==> src/rtl/mem_bus_arbiter_if.sv <==
// Bundle of core-side and memory-side signals for the shared memory port arbiter.
interface mem_bus_arbiter_if #(
  parameter int unsigned ADDR_WIDTH = 32,
  parameter int unsigned DATA_WIDTH = 8
);
  logic [3:0]              req;
  logic [4*ADDR_WIDTH-1:0] req_inst;
  logic [4*DATA_WIDTH-1:0] req_wdata;
  logic [3:0]              grant;
  logic [3:0]              stall;
  logic [3:0]              done;
  logic [3:0]              err;
  logic [DATA_WIDTH-1:0]   rdata;
  logic                    mem_req;
  logic [ADDR_WIDTH-1:0]   mem_inst;
  logic [DATA_WIDTH-1:0]   mem_wdata;
  logic                    mem_ack;
  logic [DATA_WIDTH-1:0]   mem_rdata;
  logic                    busy;

  // Arbiter side
  modport slave (
    input  req, req_inst, req_wdata, mem_ack, mem_rdata,
    output grant, stall, done, err, rdata, mem_req, mem_inst, mem_wdata, busy
  );

  // Environment side: cores plus downstream memory
  modport master (
    output req, req_inst, req_wdata, mem_ack, mem_rdata,
    input  grant, stall, done, err, rdata, mem_req, mem_inst, mem_wdata, busy
  );
endinterface

==> src/rtl/mem_bus_arbiter.sv <==
// Round-robin arbiter sharing one downstream memory port among four L1 caches,
// with a saturating watchdog that aborts hung transactions.
module mem_bus_arbiter #(
  parameter int unsigned ADDR_WIDTH  = 32,
  parameter int unsigned DATA_WIDTH  = 8,
  parameter int unsigned TIMEOUT_CYC = 16
) (
  input logic              plusclk,
  input logic              rst,
  mem_bus_arbiter_if.slave bus
);

  localparam int unsigned WdWidth = (TIMEOUT_CYC > 0) ? $clog2(TIMEOUT_CYC + 1) : 1;
  localparam logic [WdWidth-1:0] WdLast =
      (TIMEOUT_CYC > 0) ? WdWidth'(TIMEOUT_CYC - 1) : '0;

  typedef enum logic [1:0] {StIdle, StMem, StResp, StErr} state_e;

  state_e                state_q, state_d;
  logic [1:0]            rr_ptr_q, rr_ptr_d;
  logic [1:0]            gidx_q, gidx_d;
  logic [ADDR_WIDTH-3:0] inst_q, inst_d;
  logic [DATA_WIDTH-1:0] wdata_q, wdata_d;
  logic [DATA_WIDTH-1:0] rdata_q, rdata_d;
  logic [WdWidth-1:0]    wdog_q, wdog_d;

  logic       pick_valid;
  logic [1:0] pick_idx;
  logic [3:0] grant_oh, done_oh, err_oh;

  // Round-robin pick: first set req scanning from rr_ptr upward, wrapping mod 4
  always_comb begin
    pick_valid = 1'b0;
    pick_idx   = rr_ptr_q;
    for (int i = 0; i < 4; i++) begin
      if (!pick_valid && bus.req[rr_ptr_q + 2'(i)]) begin
        pick_valid = 1'b1;
        pick_idx   = rr_ptr_q + 2'(i);
      end
    end
  end

  // Next-state logic for the FSM, latched transaction and watchdog
  always_comb begin
    state_d  = state_q;
    rr_ptr_d = rr_ptr_q;
    gidx_d   = gidx_q;
    inst_d   = inst_q;
    wdata_d  = wdata_q;
    rdata_d  = rdata_q;
    wdog_d   = wdog_q;
    unique case (state_q)
      StIdle: begin
        if (pick_valid) begin
          gidx_d  = pick_idx;
          // proc_id bits are dropped; the granted index replaces them downstream
          inst_d  = bus.req_inst[int'(pick_idx)*ADDR_WIDTH +: ADDR_WIDTH-2];
          wdata_d = bus.req_wdata[int'(pick_idx)*DATA_WIDTH +: DATA_WIDTH];
          wdog_d  = '0;
          state_d = StMem;
        end
      end
      StMem: begin
        // Ack has priority over a timeout landing in the same cycle
        if (bus.mem_ack) begin
          rdata_d = bus.mem_rdata;
          state_d = StResp;
        end else if (TIMEOUT_CYC != 0 && wdog_q == WdLast) begin
          state_d = StErr;
        end else if (wdog_q != '1) begin
          wdog_d = wdog_q + 1'b1;
        end
      end
      StResp, StErr: begin
        rr_ptr_d = gidx_q + 2'd1;
        state_d  = StIdle;
      end
      default: state_d = StIdle;
    endcase
  end

  // State registers with synchronous active-high reset
  always_ff @(posedge plusclk) begin
    if (rst) begin
      state_q  <= StIdle;
      rr_ptr_q <= 2'd0;
      gidx_q   <= 2'd0;
      inst_q   <= '0;
      wdata_q  <= '0;
      rdata_q  <= '0;
      wdog_q   <= '0;
    end else begin
      state_q  <= state_d;
      rr_ptr_q <= rr_ptr_d;
      gidx_q   <= gidx_d;
      inst_q   <= inst_d;
      wdata_q  <= wdata_d;
      rdata_q  <= rdata_d;
      wdog_q   <= wdog_d;
    end
  end

  // One-hot grant/done/err decoded from state and granted index
  always_comb begin
    grant_oh = '0;
    done_oh  = '0;
    err_oh   = '0;
    if (state_q == StMem)  grant_oh[gidx_q] = 1'b1;
    if (state_q == StResp) done_oh[gidx_q]  = 1'b1;
    if (state_q == StErr)  err_oh[gidx_q]   = 1'b1;
  end

  assign bus.grant     = grant_oh;
  assign bus.stall     = bus.req & ~grant_oh;
  assign bus.done      = done_oh;
  assign bus.err       = err_oh;
  assign bus.rdata     = rdata_q;
  assign bus.mem_req   = (state_q == StMem);
  assign bus.mem_inst  = {gidx_q, inst_q};
  assign bus.mem_wdata = wdata_q;
  assign bus.busy      = (state_q != StIdle);

endmodule
==> src/flat_wrapper.sv <==
// flat-port wrapper written by rule: the top's interface ports become plain ports
module mem_bus_arbiter_flat 
#(
  parameter int unsigned ADDR_WIDTH  = 32,
  parameter int unsigned DATA_WIDTH  = 8,
  parameter int unsigned TIMEOUT_CYC = 16
)
  (plusclk, rst, bus_req, bus_req_inst, bus_req_wdata, bus_mem_ack, bus_mem_rdata, bus_grant, bus_stall, bus_done, bus_err, bus_rdata, bus_mem_req, bus_mem_inst, bus_mem_wdata, bus_busy);
  mem_bus_arbiter_if #(.ADDR_WIDTH(ADDR_WIDTH), .DATA_WIDTH(DATA_WIDTH)) bus_i ();
  input logic plusclk;
  input logic rst;
  input wire logic [$bits(bus_i.req)-1:0] bus_req;
  input wire logic [$bits(bus_i.req_inst)-1:0] bus_req_inst;
  input wire logic [$bits(bus_i.req_wdata)-1:0] bus_req_wdata;
  input wire logic [$bits(bus_i.mem_ack)-1:0] bus_mem_ack;
  input wire logic [$bits(bus_i.mem_rdata)-1:0] bus_mem_rdata;
  output wire logic [$bits(bus_i.grant)-1:0] bus_grant;
  output wire logic [$bits(bus_i.stall)-1:0] bus_stall;
  output wire logic [$bits(bus_i.done)-1:0] bus_done;
  output wire logic [$bits(bus_i.err)-1:0] bus_err;
  output wire logic [$bits(bus_i.rdata)-1:0] bus_rdata;
  output wire logic [$bits(bus_i.mem_req)-1:0] bus_mem_req;
  output wire logic [$bits(bus_i.mem_inst)-1:0] bus_mem_inst;
  output wire logic [$bits(bus_i.mem_wdata)-1:0] bus_mem_wdata;
  output wire logic [$bits(bus_i.busy)-1:0] bus_busy;
  assign bus_i.req = bus_req;
  assign bus_i.req_inst = bus_req_inst;
  assign bus_i.req_wdata = bus_req_wdata;
  assign bus_i.mem_ack = bus_mem_ack;
  assign bus_i.mem_rdata = bus_mem_rdata;
  assign bus_grant = bus_i.grant;
  assign bus_stall = bus_i.stall;
  assign bus_done = bus_i.done;
  assign bus_err = bus_i.err;
  assign bus_rdata = bus_i.rdata;
  assign bus_mem_req = bus_i.mem_req;
  assign bus_mem_inst = bus_i.mem_inst;
  assign bus_mem_wdata = bus_i.mem_wdata;
  assign bus_busy = bus_i.busy;
  mem_bus_arbiter #(.ADDR_WIDTH(ADDR_WIDTH), .DATA_WIDTH(DATA_WIDTH), .TIMEOUT_CYC(TIMEOUT_CYC)) u_core (.plusclk(plusclk), .rst(rst), .bus(bus_i));
endmodule
==> config.mk <==
export PLATFORM = sky130hd
export DESIGN_NAME = mem_bus_arbiter_flat
export DESIGN_NICKNAME = d
export VERILOG_FILES = /design/src/rtl/mem_bus_arbiter_if.sv /design/src/rtl/mem_bus_arbiter.sv /design/src/flat_wrapper.sv
export SDC_FILE = /design/constraint.sdc
export NUM_CORES = 1
export LEC_CHECK = 0
export ABC_AREA = 1
export CAP_MARGIN = 20
export CORE_UTILIZATION = 39
export DETAILED_ROUTE_END_ITERATION = 6
export GPL_ROUTABILITY_DRIVEN = 0
export GPL_TIMING_DRIVEN = 0
export PLACE_DENSITY = 0.82
export SYNTH_ARGS = -nofsm -noshare
export SYNTH_HDL_FRONTEND = slang
export SYNTH_SLANG_ARGS = --single-unit
==> constraint.sdc <==
create_clock -name plusclk -period 2.4 [get_ports plusclk]
set_input_delay 0.48 -clock plusclk [delete_from_list [all_inputs] [get_ports plusclk]]
set_output_delay 0.48 -clock plusclk [all_outputs]
set_load 0.005 [all_outputs]
==> results by group <==
Setup path
  • Highest cell delay on the worst timing path: 0.50 ns
  • Register-to-Register Path Depth: 13
  • Arrival time of data at the critical path endpoint: 1.80 ns
  • Count of buffer and inverter cells on the critical path: 4
  • Family of cells with the greatest summed delay on the critical path: buffers and inverters
  • Critical path peak fanout: 6
  • Startpoint class of the critical path: flop
  • Endpoint class of the critical path: primary output
  • Critical Path, Cell by Cell: inv_1, ha_1, inv_1, o21ai_0, inv_1, clkdlybuf4s50_1
  • WP depth: 6
  • Worst-path cell with the longest stage delay: sky130_fd_sc_hd__clkdlybuf4s50_1
  • Critical path's most frequent cell: sky130_fd_sc_hd__inv_1
  • Worst setup path class: reg -> out
  • Required arrival time at the worst endpoint: between 1.5 and 2 ns

Clocking
  • CTS root buffer: sky130_fd_sc_hd__clkbuf_8
  • Clock tree from TritonCTS: built
  • Clock slew at the register clock pins of the worst setup and hold paths: 0.08 ns
  • Worst-Skew Late Latency: approximately 0.34 ns
  • Total CTS buffers: 9
  • Quantity of hold-fixing buffers added after cts: 0
  • Depth of the CTS H-tree: 3
  • TritonCTS Sinks: 57
  • Buffers inserted by post-CTS timing repair: 0
  • Maximum clock path buffer count: 2

Global routing
  • Pin count of the biggest net entering global routing: 13
  • Via count of the first global-routing pass: 4979
  • All-layer global routing usage: 0.2728
  • First-pass GRT wire length: 23830 um
  • Antenna violations before repair: 0
  • Global route overflow: 0

Drt
  • 1st-iter DRT viols: 310
  • Residual DRC count: 0
  • Wire length per cell after detailed routing: between 10 and 15 um
  • Detailed Route WL: 15010 um
  • Post-detailed-route via-to-cell ratio: roughly 4.9
  • Final ANT Viol Nets: 0
  • Router iterations before antenna repair: 5
  • Routed via count: approximately 5.5k

Finish
  • Net total in the final layout: 1160
  • Share of the core filled with cells: 0.6628
  • FF/Latch Area: 1144 um^2
  • Fillcell total: about 1.0k
  • Footprint of the multi-input gates: 2575 um^2
  • Ratio of cells with drive above 1 in the final layout: 0.07121
  • Layout Area Growth over Synthesis: 65.12%
  • # diodes: 0

Floorplanning
  • Height of the die: 104.8 um
  • Floorplan die width: 104.8 um
  • Number of I/O pins: 241
  • Number of cell rows: 37
  • Effective utilization at floorplan: 0.4014
  • DIE AREA: 10990 um^2
  • CORE AREA: 10280 um^2

Timing
  • Pins Over Slew Limit: 0
  • Number of failing hold endpoints at the final stage: 0
  • Maximum clock frequency: 439.2 MHz
  • Worst Hold Margin: 0.4629 ns
  • Minimum period implied by the final worst setup slack: 2.277 ns
  • Final count of negative-setup-slack endpoints: 0
  • Actual transition at the worst max-transition pin: 0.5187 ns
  • Portion of the clock cycle consumed by the worst path in the final layout: 0.9486
  • Relative slew slack: 0.6542
  • Clock skew after layout: 0.01436 ns
  • RSZ-0062 raised after global routing: false

Logic synthesis
  • Count of warnings emitted by yosys: 0
  • Fraction of the yosys area taken by sequential cells: 0.2766
  • Synthesized instance count: 739
  • Synthesis-stage register bit count: 57
  • Synthesized cell area: 4125 um^2
  • Mapped Nets: 921
  • Share of the synthesized area in the top cell type: 0.2766
  • Number of different library cells in the post-synthesis netlist: 25
  • Syn avg cell area: approximately 5.6 um^2
  • Biggest area consumer among synthesized cells: sky130_fd_sc_hd__dfxtp_1
  • Cells taking the most area after synthesis: sky130_fd_sc_hd__dfxtp_1 (28%), sky130_fd_sc_hd__nand2_1 (24%), sky130_fd_sc_hd__nand3_1 (13%)

Power and ir drop
  • Max IR drop VDD: 0.3124 mV
  • Leak pwr: 3.277 nW
  • Design Power: 5.073 mW
  • Power per cell area: 744.8 nW/um^2

Worst hold path
  • Hold Path Class: reg -> reg
  • Hold-critical path depth: 2

Placed design
  • Hpwl dp: 11620 um
  • Port Buffers: 230

Run status
  • Run status: completed

Job
  • Number of max-capacitance violations reported: 0
[layout by cell type (no fill, tap or decap), drive strengths merged]
| master | count |
|---|---|
| nand2 | 276 |
| clkdlybuf4s50 | 230 |
| nor2 | 143 |
| nand3 | 111 |
| dfxtp | 57 |
| inv | 48 |
| buf | 34 |
| o21ai | 29 |
| clkbuf | 20 |
| a21oi | 17 |
| ha | 7 |
| clkinvlp | 3 |
| nand4 | 3 |
| or2 | 1 |
| o211ai | 1 |
| nor3 | 1 |
| bufinv | 1 |
| clkinv | 1 |
[final timing paths]
check | startpoint | to | slack, ns
max | u_core.gidx_q[0] | bus_stall[2] | 0.12
min | u_core.bus.rdata[3] | u_core.bus.rdata[3] | 0.46
max reg2reg | u_core.rr_ptr_q[1] | u_core.inst_q[26] | 0.27
min reg2reg | u_core.bus.rdata[3] | u_core.bus.rdata[3] | 0.46
[synth_stat cells]
cell                       number
sky130_fd_sc_hd__nand4_1        1
sky130_fd_sc_hd__nand2_4        2
sky130_fd_sc_hd__dfxtp_1       57
sky130_fd_sc_hd__nand4_4        2
sky130_fd_sc_hd__inv_1         43
sky130_fd_sc_hd__a21oi_1       17
sky130_fd_sc_hd__nand2_1      268
sky130_fd_sc_hd__o21ai_1       20
sky130_fd_sc_hd__nand3_2        1
sky130_fd_sc_hd__o21ai_0        8
sky130_fd_sc_hd__clkbuf_1      13
sky130_fd_sc_hd__buf_1          2
sky130_fd_sc_hd__buf_4          4
sky130_fd_sc_hd__nand2_2        6
sky130_fd_sc_hd__nor3_1         1
sky130_fd_sc_hd__inv_2          3
sky130_fd_sc_hd__o211ai_1       1
sky130_fd_sc_hd__nor2_4         1
sky130_fd_sc_hd__buf_2         24
sky130_fd_sc_hd__nand3_1      110
sky130_fd_sc_hd__buf_6          4
sky130_fd_sc_hd__or2_1          1
sky130_fd_sc_hd__o21ai_2        1
sky130_fd_sc_hd__ha_1           7
sky130_fd_sc_hd__nor2_1       142
[metal layers]
metal | wire (um) | vias to the layer above | track usage
li1 | - | 2790 | -
met1 | 6286 | 2427 | 0.3419
met2 | 7184 | 221 | 0.4612
met3 | 1244 | 20 | 0.06238
met4 | 290 | 0 | 0.08753
met5 | 0 | - | 0
[worst min-delay path: stages (launching register included)]
cell                      delay, ns
sky130_fd_sc_hd__dfxtp_1       0.31
sky130_fd_sc_hd__nand2_1       0.06
sky130_fd_sc_hd__a21oi_1       0.05
[registers in the layout, summed over array words and instances (netlist names)]
name,count
u_core.wdog_q,5
u_core.inst_q,30
u_core.rr_ptr_q,2
u_core.bus.mem_wdata,8
u_core.gidx_q,2
u_core.bus.rdata,8
u_core.state_q,2
[area by class of cell]
cell class                      instances  area share
Buffer                                 45     0.03600
Clock buffer                            9     0.01819
Clock inverter                          7     0.01157
Inverter                               46     0.02535
Multi-Input combinational cell        589      0.3780
Sequential cell                        57      0.1679
Tap cell                              136     0.02498
Timing Repair Buffer                  230      0.3380
[power breakdown]
group          internal, mW  switching [mW]  leakage (nW)
sequential             1.18           0.140         0.472
combinational          1.28            1.53          2.71
clock                 0.488           0.450        0.0925
total                  2.95            2.12          3.28
[stage by stage]
step	area [um^2]	TNS [ns]	instances	setup WS (ns)
6_report	6812	0	1119	0.1233
5_1_grt	6812	0	1119	0.01376
4_1_cts	6798	0	1119	0.08537
3_5_place_dp	6598	-4.927	1105	-0.1758
3_3_place_gp	6598	-4.821	1105	-0.1819
2_1_floorplan	4125	0	739	0.6551
[timing repair]
item,4_1_cts,5_1_grt
endpoints found under the setup margin,9,19
hold endpoints to repair,0,0
resized for setup,4,4
gates cloned,0,0
[cell families after synthesis]
family / share of synthesized area
buffers and inverters: 0.1028
and+or+nand+nor: 0.5408
DFF: 0.2766
adders and majority gates: 0.02123
AOI/OAI and AO/OA: 0.05854
Note: power is estimated with default switching activity, not from simulation.
